### config.mk
export PLATFORM = sky130hd
export DESIGN_NAME = vram_capture_ctrl
export DESIGN_NICKNAME = d
export VERILOG_FILES = /design/src/rtl/vid_ctrl_pkg.sv /design/src/rtl/vram_clear_sweep.sv /design/src/rtl/vram_capture_ctrl.sv
export SDC_FILE = /design/constraint.sdc
export NUM_CORES = 1
export LEC_CHECK = 0
export CAP_MARGIN = 20
export CORE_UTILIZATION = 40
export CTS_CLUSTER_SIZE = 28
export DETAILED_ROUTE_END_ITERATION = 12
export GPL_ROUTABILITY_DRIVEN = 0
export PLACE_DENSITY = 0.67
export SLEW_MARGIN = 20
export SYNTH_ARGS = -nofsm -noshare
export SYNTH_HDL_FRONTEND = slang
export SYNTH_SLANG_ARGS = --single-unit
### constraint.sdc
create_clock -name dotclk -period 1.7 [get_ports dotclk]
set_input_delay 0.255 -clock dotclk [delete_from_list [all_inputs] [get_ports dotclk]]
set_output_delay 0.255 -clock dotclk [all_outputs]
set_load 0.005 [all_outputs]
### src/rtl/vid_ctrl_pkg.sv
// Shared types and default constants for the video RAM capture controller.
package vid_ctrl_pkg;

  typedef enum logic [1:0] {
    ST_CLEAR     = 2'd0,
    ST_WAIT_SYNC = 2'd1,
    ST_CAPTURE   = 2'd2
  } vid_state_t;

  localparam int VRAM_ADDR_W       = 15;
  localparam int VRAM_DATA_W       = 8;
  localparam int DEF_LOCK_FRAMES   = 4;
  localparam int DEF_UNLOCK_FRAMES = 3;
  localparam int DEF_LOSS_TO       = 300000;

  // Bits needed to hold the values 0..max inclusive.
  function automatic int cnt_w(input int max);
    return (max < 1) ? 1 : $clog2(max + 1);
  endfunction

endpackage

### src/rtl/vram_clear_sweep.sv
// Frame-buffer clear address sweeper: walks 0..2^ADDR_W-1 once per start.
module vram_clear_sweep
  import vid_ctrl_pkg::*;
#(
  parameter int ADDR_W = VRAM_ADDR_W
) (
  input  logic              dotclk,
  input  logic              rst,
  input  logic              start,
  output logic              busy,
  output logic              done,
  output logic [ADDR_W-1:0] addr
);

  // Reset leaves the sweeper running, matching the controller's reset state.
  always_ff @(posedge dotclk) begin
    if (rst || start) begin
      addr <= '0;
      busy <= 1'b1;
    end else if (busy) begin
      if (done) busy <= 1'b0;
      else      addr <= addr + 1'b1;
    end
  end

  assign done = busy && (addr == '1);

endmodule

### src/rtl/vram_capture_ctrl.sv
// Display RAM port A sequencer: clear engine, sync lock FSM and capture gating.
// Optional VID_FREEZE_ON_LOSS_EN: signal loss in CAPTURE keeps the frame instead of clearing.
module vram_capture_ctrl
  import vid_ctrl_pkg::*;
#(
  parameter int                ADDR_W        = VRAM_ADDR_W,
  parameter int                DATA_W        = VRAM_DATA_W,
  parameter int                LOCK_FRAMES   = DEF_LOCK_FRAMES,
  parameter int                UNLOCK_FRAMES = DEF_UNLOCK_FRAMES,
  parameter int                LOSS_TO       = DEF_LOSS_TO,
  parameter logic [DATA_W-1:0] CLEAR_VAL     = '0
) (
  input  logic              dotclk,
  input  logic              rst,
  input  logic              mode80,
  input  logic              vsync_fall,
  input  logic              frame_ok,
  input  logic              cap_we,
  input  logic [ADDR_W-1:0] cap_addr,
  input  logic [DATA_W-1:0] cap_data,
  output logic              ram_ce,
  output logic              ram_we,
  output logic [ADDR_W-1:0] ram_addr,
  output logic [DATA_W-1:0] ram_din,
  output logic [1:0]        state,
  output logic              locked
);

  localparam int GW = cnt_w(LOCK_FRAMES);
  localparam int BW = cnt_w(UNLOCK_FRAMES);
  localparam int TW = cnt_w(LOSS_TO);
  localparam logic [GW-1:0] LOCK_LAST   = GW'(LOCK_FRAMES - 1);
  localparam logic [BW-1:0] UNLOCK_LAST = BW'(UNLOCK_FRAMES - 1);
  localparam logic [TW-1:0] LOSS_LAST   = TW'(LOSS_TO - 1);
  localparam logic [TW-1:0] LOSS_MAX    = TW'(LOSS_TO);

  vid_state_t        state_q, state_n;
  logic [GW-1:0]     good_cnt, good_n;
  logic [BW-1:0]     bad_cnt, bad_n;
  logic [TW-1:0]     to_cnt, to_n;
  logic              mode_q;
  logic              mode_chg, loss;
  logic              sweep_start, sweep_busy, sweep_done;
  logic [ADDR_W-1:0] clr_addr;
  logic              wr_en;
  logic [ADDR_W-1:0] wr_addr;
  logic [DATA_W-1:0] wr_data;

  vram_clear_sweep #(.ADDR_W(ADDR_W)) u_sweep (
    .dotclk (dotclk),
    .rst    (rst),
    .start  (sweep_start),
    .busy   (sweep_busy),
    .done   (sweep_done),
    .addr   (clr_addr)
  );

  assign mode_chg = (mode80 != mode_q);
  // Loss fires only on the increment that lands on LOSS_TO, so it cannot coincide with vsync_fall.
  assign loss     = !vsync_fall && (to_cnt == LOSS_LAST);

  always_comb begin
    state_n     = state_q;
    good_n      = good_cnt;
    bad_n       = bad_cnt;
    sweep_start = 1'b0;
    if (mode_chg) begin
      state_n     = ST_CLEAR;
      sweep_start = 1'b1;
      good_n      = '0;
      bad_n       = '0;
    end else begin
      unique case (state_q)
        ST_CLEAR: begin
          good_n = '0;
          bad_n  = '0;
          if (sweep_done) state_n = ST_WAIT_SYNC;
        end
        ST_WAIT_SYNC: begin
          if (loss) begin
            good_n = '0;
          end else if (vsync_fall) begin
            if (!frame_ok) begin
              good_n = '0;
            end else if (good_cnt == LOCK_LAST) begin
              state_n = ST_CAPTURE;
              good_n  = '0;
              bad_n   = '0;
            end else begin
              good_n = good_cnt + 1'b1;
            end
          end
        end
        ST_CAPTURE: begin
          if (loss) begin
            good_n = '0;
            bad_n  = '0;
`ifdef VID_FREEZE_ON_LOSS_EN
            state_n = ST_WAIT_SYNC;
`else
            state_n     = ST_CLEAR;
            sweep_start = 1'b1;
`endif
          end else if (vsync_fall) begin
            if (frame_ok) begin
              bad_n = '0;
            end else if (bad_cnt == UNLOCK_LAST) begin
              state_n = ST_WAIT_SYNC;
              good_n  = '0;
              bad_n   = '0;
            end else begin
              bad_n = bad_cnt + 1'b1;
            end
          end
        end
        default: begin
          state_n     = ST_CLEAR;
          sweep_start = 1'b1;
        end
      endcase
    end
  end

  always_comb begin
    to_n = to_cnt;
    if (mode_chg || vsync_fall) to_n = '0;
    else if (to_cnt != LOSS_MAX) to_n = to_cnt + 1'b1;
  end

  always_comb begin
    wr_en   = 1'b0;
    wr_addr = '0;
    wr_data = '0;
    if (state_q == ST_CLEAR && sweep_busy) begin
      wr_en   = 1'b1;
      wr_addr = clr_addr;
      wr_data = CLEAR_VAL;
    end else if (state_q == ST_CAPTURE && cap_we) begin
      wr_en   = 1'b1;
      wr_addr = cap_addr;
      wr_data = cap_data;
    end
  end

  always_ff @(posedge dotclk) begin
    if (rst) begin
      state_q  <= ST_CLEAR;
      good_cnt <= '0;
      bad_cnt  <= '0;
      to_cnt   <= '0;
      mode_q   <= mode80;
      ram_ce   <= 1'b0;
      ram_we   <= 1'b0;
      ram_addr <= '0;
      ram_din  <= '0;
    end else begin
      state_q  <= state_n;
      good_cnt <= good_n;
      bad_cnt  <= bad_n;
      to_cnt   <= to_n;
      mode_q   <= mode80;
      ram_ce   <= wr_en;
      ram_we   <= wr_en;
      ram_addr <= wr_addr;
      ram_din  <= wr_data;
    end
  end

  assign state  = state_q;
  assign locked = (state_q == ST_CAPTURE);

endmodule
==> metrics.md <==
| Metric | Value |
|---|---|
| Clock Skews | `0.0130 ns` |
| Overall Power | `3.30 mW` |
| Post-DR vias/cell | `5.36` |
| Setup-violating endpoint count in the final report | `0` |
| Cells after synthesis | `313` |
| Fraction of power spent switching nets | `22.1%` |
| Number of pins with negative max-slew slack in the final report | `0` |
| Period minus WS final | `1.63 ns` |
| Placeable core area | `6940 sq um` |
| CP Data Required Time | `1.96 ns` |
| Overall via count from detail_route | `2754` |
| Total Negative Setup Slacks | `0 ns` |
| Proportion of layout cells with a drive suffix above 1 | `22.0%` |
| Fill cells | `597` |
| Global-route wire length before repair | `~11000 um` |
| Placement Setup Slack | `-0.139 ns` |
| Number of buffers inserted by hold repair at cts | `0` |
| Most used flip-flop cell after synthesis | `sky130_fd_sc_hd__dfxtp_1` |
| Antenna violations before repair | `0` |
| Type of the tightest min-delay check | `in -> reg` |
| Post-detailed-routing wire length | `7230 um` |
| Max transition margin | `around two thirds` |
| Startpoint kind of the worst setup timing path | `register` |
| Total instance count after detailed placement | `approximately 500` |
| Drt first-iter violations | `between 90 and 100` |
| Sort of element at the end of the critical path | `register` |
| First drt pass iteration count | `4` |
| Fin cells | `about 500` |
| Effective utilization at floorplan | `42.5%` |
| Die width | `approximately 88 um` |
| Vias in the first global route | `2545` |
| Routed wirelength normalized by instance count | `14.1 um` |
| Syn nets | `346` |
| Worst setup margin | `a little under 0.07 ns` |
| Final period util | `roughly 96%` |
| Grt ovf | `0` |
| Register area | `1350 sq um` |
| Total power per unit cell area | `just under 800 nW/um^2` |
| Num CTS Buffers | `9` |
| Clock-pin slew reported for the worst setup and hold paths after clock tree synthesis | `0.08 ns` |
| I/O Buffers | `56` |
| Clock tree sinks | `67` |
| Sequential cell area fraction in the yosys report | `~46%` |
| Root buffer selected by CTS | `sky130_fd_sc_hd__clkbuf_8` |
| Part of the total power dissipated in sequential elements | `between 40 and 50%` |
| Area of the multi-input gates | `roughly 1600 sq um` |
| Maximum clock frequency | `613 MHz` |
| Area delta synth->final | `45.0%` |
| Clock tree buffer depth | `2` |
| DRC violations left | `0` |
| Worst skew pair latency | `0.34 ns` |
| Number of max-cap violations | `0` |
| Net count reported at finish | `446` |
| Maximum level of the CTS H-tree | `3` |
| Diodes inserted | `0` |
| Clock tree from TritonCTS | `done` |
| DPL Wire Length | `5220 um` |
| Critical path peak fanout | `4` |
| Chip height | `87.8 um` |
| Critical path class | `reg -> reg` |
| Aggregate global-route resource usage | `roughly a fifth` |
| Worst-case vdd ir drop | `0.000403 V` |
| Antenna Nets Post-Route | `0` |
| Cell leakage power | `1.55 nW` |
| Die ar. | `~7700 sq um` |
| Internal power | `2.57 mW` |
| Net switching power figure | `727 uW` |
| Post-synthesis instance area | `2950 sq um` |
| Std cell rows | `30` |
| Number of ports placed on the die boundary | `57` |
| CP Data Arrival Time | `approximately 1.9 ns` |
| Maximum number of pins on one net before global-route repair | `22` |
| Actual transition at the worst max-transition pin | `~0.48 ns` |
| Average cell area after synthesis | `9.42 sq um` |
| Hold Fails Final Rpt | `0` |
| EDFF count, synth | `0` |
| Relative contribution of combinational cells to total power | `7.6%` |
| Clk pwr share | `~44%` |
| Yosys warns | `0` |
| Status | `finished clean` |
| Cell variety after synth | `49` |
| #FFs+latches synth | `between 60 and 70` |
| Post-synthesis async set-or-reset flop share | `0%` |
| Post-route core utilization | `61.6%` |
## cell type report
type,instances,share of cell area (%)
multi-input cells,221,37.1
clock buffers,10,2.99
flip-flops and latches,67,31.6
inverters,9,0.790
well taps,96,2.81
repair buffers,105,22.6
clock inverters,6,2.11
## power groups by stage
stage,logic (mW),clock network [mW],registers [mW]
after detailed placement,0.242,0,1.63
after global routing,0.271,1.53,1.61
after global placement,0.237,0,1.63
after CTS,0.244,1.47,1.60
after floorplan,0.0796,0,1.64
final,0.252,1.44,1.61
## worst max-delay path, stage by stage (launching register included)
cell and delay (ns):
sky130_fd_sc_hd__dfxtp_2 0.34, sky130_fd_sc_hd__ha_4 0.18, sky130_fd_sc_hd__nand4_1 0.20, sky130_fd_sc_hd__nor4_4 0.08
sky130_fd_sc_hd__buf_4 0.14, sky130_fd_sc_hd__or4_1 0.47, sky130_fd_sc_hd__a22oi_1 0.16
## flip-flops by register name, indices dropped and copies added, names as in the netlist
signal / flops
to_cnt: 19
good_cnt: 3
bad_cnt: 2
state: 2
mode_q: 1
ram_we: 1
ram_addr: 15
u_sweep.busy: 1
ram_din: 8
u_sweep.addr: 15
## cells in the final DEF (no fill, tap or decap), drive strengths merged, types with 11 or more instances in the layout
cell type,instances
o21ai,12
or3,11
nor2,13
a22o,16
a21oi,15
nand2,14
nand3,16
buf,49
clkdlybuf4s50,56
dfxtp,67
or4,11
## routing by layer
| layer | GRT usage, % | routed length, um |
|---|---|---|
| met2 | 29.8 | 3530 |
| met1 | 24.2 | 3300 |
| met3 | 4.81 | 315 |
| met5 | 0 | 0 |
| met4 | 8.05 | 80 |
## cell families after synthesis
kind of cell | after synthesis | share of synthesized area, %
AOI/OAI and AO/OA | 77 | 18.3
xor gates and xnor gates | 11 | 3.27
adders and majority gates | 4 | 1.70
buffers and inverters | 25 | 3.57
DFF | 67 | 45.5
muxes | 2 | 0.679
and+or+nand+nor | 127 | 27.0
## cells in the mapped netlist, types with 2 or more instances
master / number / share of area [%]
sky130_fd_sc_hd__or2_1: 2 / 0.42
sky130_fd_sc_hd__nand4_1: 8 / 1.7
sky130_fd_sc_hd__nand3_1: 16 / 2.7
sky130_fd_sc_hd__or3_1: 11 / 2.3
sky130_fd_sc_hd__o21ai_0: 12 / 2.0
sky130_fd_sc_hd__a22o_1: 16 / 4.8
sky130_fd_sc_hd__nor4_2: 2 / 0.85
sky130_fd_sc_hd__or4_1: 11 / 2.8
sky130_fd_sc_hd__o211ai_1: 2 / 0.51
sky130_fd_sc_hd__and3_1: 3 / 0.64
sky130_fd_sc_hd__nor4_1: 6 / 1.3
sky130_fd_sc_hd__mux2i_1: 2 / 0.68
sky130_fd_sc_hd__clkbuf_1: 9 / 1.1
sky130_fd_sc_hd__o31ai_1: 10 / 2.5
sky130_fd_sc_hd__buf_2: 6 / 1.0
sky130_fd_sc_hd__nor3_1: 7 / 1.2
sky130_fd_sc_hd__and4_1: 5 / 1.5
sky130_fd_sc_hd__ha_1: 4 / 1.7
sky130_fd_sc_hd__nand2_1: 14 / 1.8
sky130_fd_sc_hd__nand3b_1: 4 / 1.0
sky130_fd_sc_hd__and2_1: 10 / 2.1
sky130_fd_sc_hd__nand4_4: 2 / 1.4
sky130_fd_sc_hd__nor2b_1: 4 / 0.85
sky130_fd_sc_hd__inv_1: 9 / 1.1
sky130_fd_sc_hd__nand2b_1: 2 / 0.42
sky130_fd_sc_hd__a211oi_1: 3 / 0.76
sky130_fd_sc_hd__dfxtp_1: 67 / 46
sky130_fd_sc_hd__nor2_1: 13 / 1.7
sky130_fd_sc_hd__a22oi_1: 10 / 2.5
sky130_fd_sc_hd__xor2_1: 10 / 3.0
sky130_fd_sc_hd__a21oi_1: 15 / 2.5
## timing repair
item                                    CTS  global route
gates resized for setup                   2            22
endpoints found under the setup margin    1            25
buffers inserted                          0             2
pin swaps                                 0             6
## through the flow
stage	hold slack, ns	area, sq um
finish	0.401	4280
global route	0.398	4280
CTS	0.388	4170
detailed placement	0.462	3950
global placement	0.460	3950
floorplan	0.283	2950
## worst paths after layout
path,start,end,slack (ns),cells past startpoint
setup reg to reg,u_sweep.addr[0]$_SDFFE_PP0P_,u_sweep.addr[3]$_SDFFE_PP0P_,0.07,6
hold / removal,mode80,mode_q$_DFF_P_,0.40,1
setup / recovery,u_sweep.addr[0]$_SDFFE_PP0P_,u_sweep.addr[3]$_SDFFE_PP0P_,0.07,6
hold reg to reg,good_cnt[0]$_SDFFE_PP0P_,good_cnt[0]$_SDFFE_PP0P_,0.47,1
Power figures use the tool's default switching activity.
==> patch, RTL diff (same flow settings) <==
The option `VID_FREEZE_ON_LOSS_EN` is turned on by a define.
--- a/src/rtl/vram_capture_ctrl.sv
+++ b/src/rtl/vram_capture_ctrl.sv
@@ -1,5 +1,7 @@
 // Display RAM port A sequencer: clear engine, sync lock FSM and capture gating.
 // Optional VID_FREEZE_ON_LOSS_EN: signal loss in CAPTURE keeps the frame instead of clearing.
+`define VID_FREEZE_ON_LOSS_EN
+
 module vram_capture_ctrl
   import vid_ctrl_pkg::*;
 #(
Formal check against the unedited RTL: same outputs for any inputs over 10 cycles, from zero or initial values and one cycle with rst high; that may be too few to reach the edited logic, so the function may still have changed.
==> patch against the unedited design <==
- area after synthesis fell by 5.8%
- setup slack got worse by 0.064 ns
- cell area fell by 8.1%
- total power fell by 9.2%
- worst hold slack improved by 0.020 ns
- clock power fell by 13%
- sequential cell count did not move
- wire length fell by 20%
- critical endpoint is now to_cnt[14]
- largest cell class unchanged
==> patch: results (changes against the unedited design) <==
Outcome
  • Status: complete, no violations

GRT
  • GR Layer Usage met2: 0.2889 (-0.009241)
  • Vias in the first global route: 2251 (-12%)
  • First-pass GRT wire length: 9653 um (-14%)
  • M1 GR Usage: 0.1917 (-0.05049)
  • GRT Resource Usage Total: 0.1683 (-0.01965)
  • Largest net degree at the start of global routing: 21 (-4.5%)
  • Met3 usage: 0.06809 (+0.02003)

Critical path
  • Flop2flop setup slack: 0.004 ns (-0.06 ns)
  • Max incr delay on CP: 0.50 ns (+0.03 ns)
  • CP arrival: 1.96 ns (+0.07 ns)
  • Worst r2r dst: to_cnt[14]
  • FF-to-FF Start: to_cnt[0]
  • Worst path slowest cell: or4_4
  • R2R depth: 5 (-1)
  • Max FO, Critical Path: 6 (+2)

Synthesis
  • Complex-gate fraction of the synthesized area: 0.1149 (-0.06850)
  • Unique cell type count in the Yosys netlist: 43 (-12%)
  • Synth Area in XOR/XNOR: 0.07568 (+0.04299)
  • Mapped Nets: 329 (-4.9%)
  • Post-synth top cells: dfxtp_1, nor2_1, nand2_1, nand3_1, a22o_1
  • Asr flop ratio synth: 0 (unchanged)
  • Area contributors post-synth: dfxtp_1, a22o_1, nor2_1
  • Mapped Cells: 296 (-5.4%)
  • Register area share after synthesis: 0.4829 (+0.02787)
  • Post-synthesis mux area share: 0.01802 (+0.01123)
  • Adder-Cell Fraction of Synth Area: 0.01802 (+0.001040)

Place
  • Dpl cells: 454 (-8.5%)
  • Final HPWL from detailed placement: 4020 um (-23%)

Routing
  • Drt first-iter violations: 57 (-42%)
  • Met3 wire length: 259 um (-18%)
  • Vias: 2380 (-14%)
  • WL met2: 2903 um (-18%)
  • Met1 wire length: 2561 um (-22%)
  • Post-Route WL: 5765 um (-20%)
  • Vias per cell: 5.053 (-5.7%)

Worst hold path
  • Hold path start: mode80
  • Hold Path End: mode_q

CTS
  • Clock slew at reported path FFs: 0.07 ns
  • CTS resizes: 6 (+4)

Layout
  • Final nets: 420 (-5.8%)

STA
  • Skew final: 0.007965 ns (-0.005038 ns)

Power and ir drop
  • Leakage Power: 1.434 nW (-7.3%)
  • Switching power: 0.6514 mW (-10%)
  • Reg power frac: 0.529 (+0.042)
==> patch: cell count changes after synthesis, sizes merged, moves of 4 or more <==
cell | unedited run | this run
nor2 | 13 | 35
xnor2 | 1 | 12
a22oi | 10 | 0
o31ai | 10 | 0
or4 | 11 | 1
nor4 | 8 | 0
a21oi | 15 | 8
clkbuf | 9 | 5
nand2 | 14 | 18
nand3b | 4 | 0
nand4 | 10 | 6
==> patch: worst max-delay path by stage <==
stage	end	slack [ns]	cells after the start
floorplan	state[0]	0.005	6
global placement	bad_cnt[1]	-0.04	6
detailed placement	good_cnt[0]	-0.1	6
CTS	good_cnt[0]	0.003	6
global route	bad_cnt[1]	-0.1	6
finish	to_cnt[14]	0.004	5
==> patch: final cells by class <==
cell class                      count  area (um2)
Clock buffer                       10       127.6
Clock inverter                      5       55.05
Fill cell                         583        2828
Inverter                            8       30.03
Multi-Input combinational cell    212        1426
Sequential cell                    67        1344
Tap cell                           80       100.1
Timing Repair Buffer               89       845.8
==> patch: per-stage QoR <==
| stage | power (mW) | hold slack [ns] | cell area (um2) | util |
|---|---|---|---|---|
| after floorplan | 1.666 | 0.2827 | 2778 | - |
| after global placement | 1.777 | 0.4245 | 3667 | 0.5428 |
| after detailed placement | 1.780 | 0.4287 | 3667 | 0.5428 |
| after CTS | 3.031 | 0.4089 | 3871 | 0.5730 |
| after global routing | 3.113 | 0.3950 | 3929 | 0.5815 |
| final | 2.994 | 0.4211 | 3929 | 0.5815 |
==> patch: logic make-up (layout without fill, tap and decap cells) <==
kind of cell,after synthesis,count (layout)
compound gates,44,44
xor+xnor,24,24
fa+ha+maj,4,4
buf+inv,17,112
flops,67,67
mux,5,5
simple gates,135,135
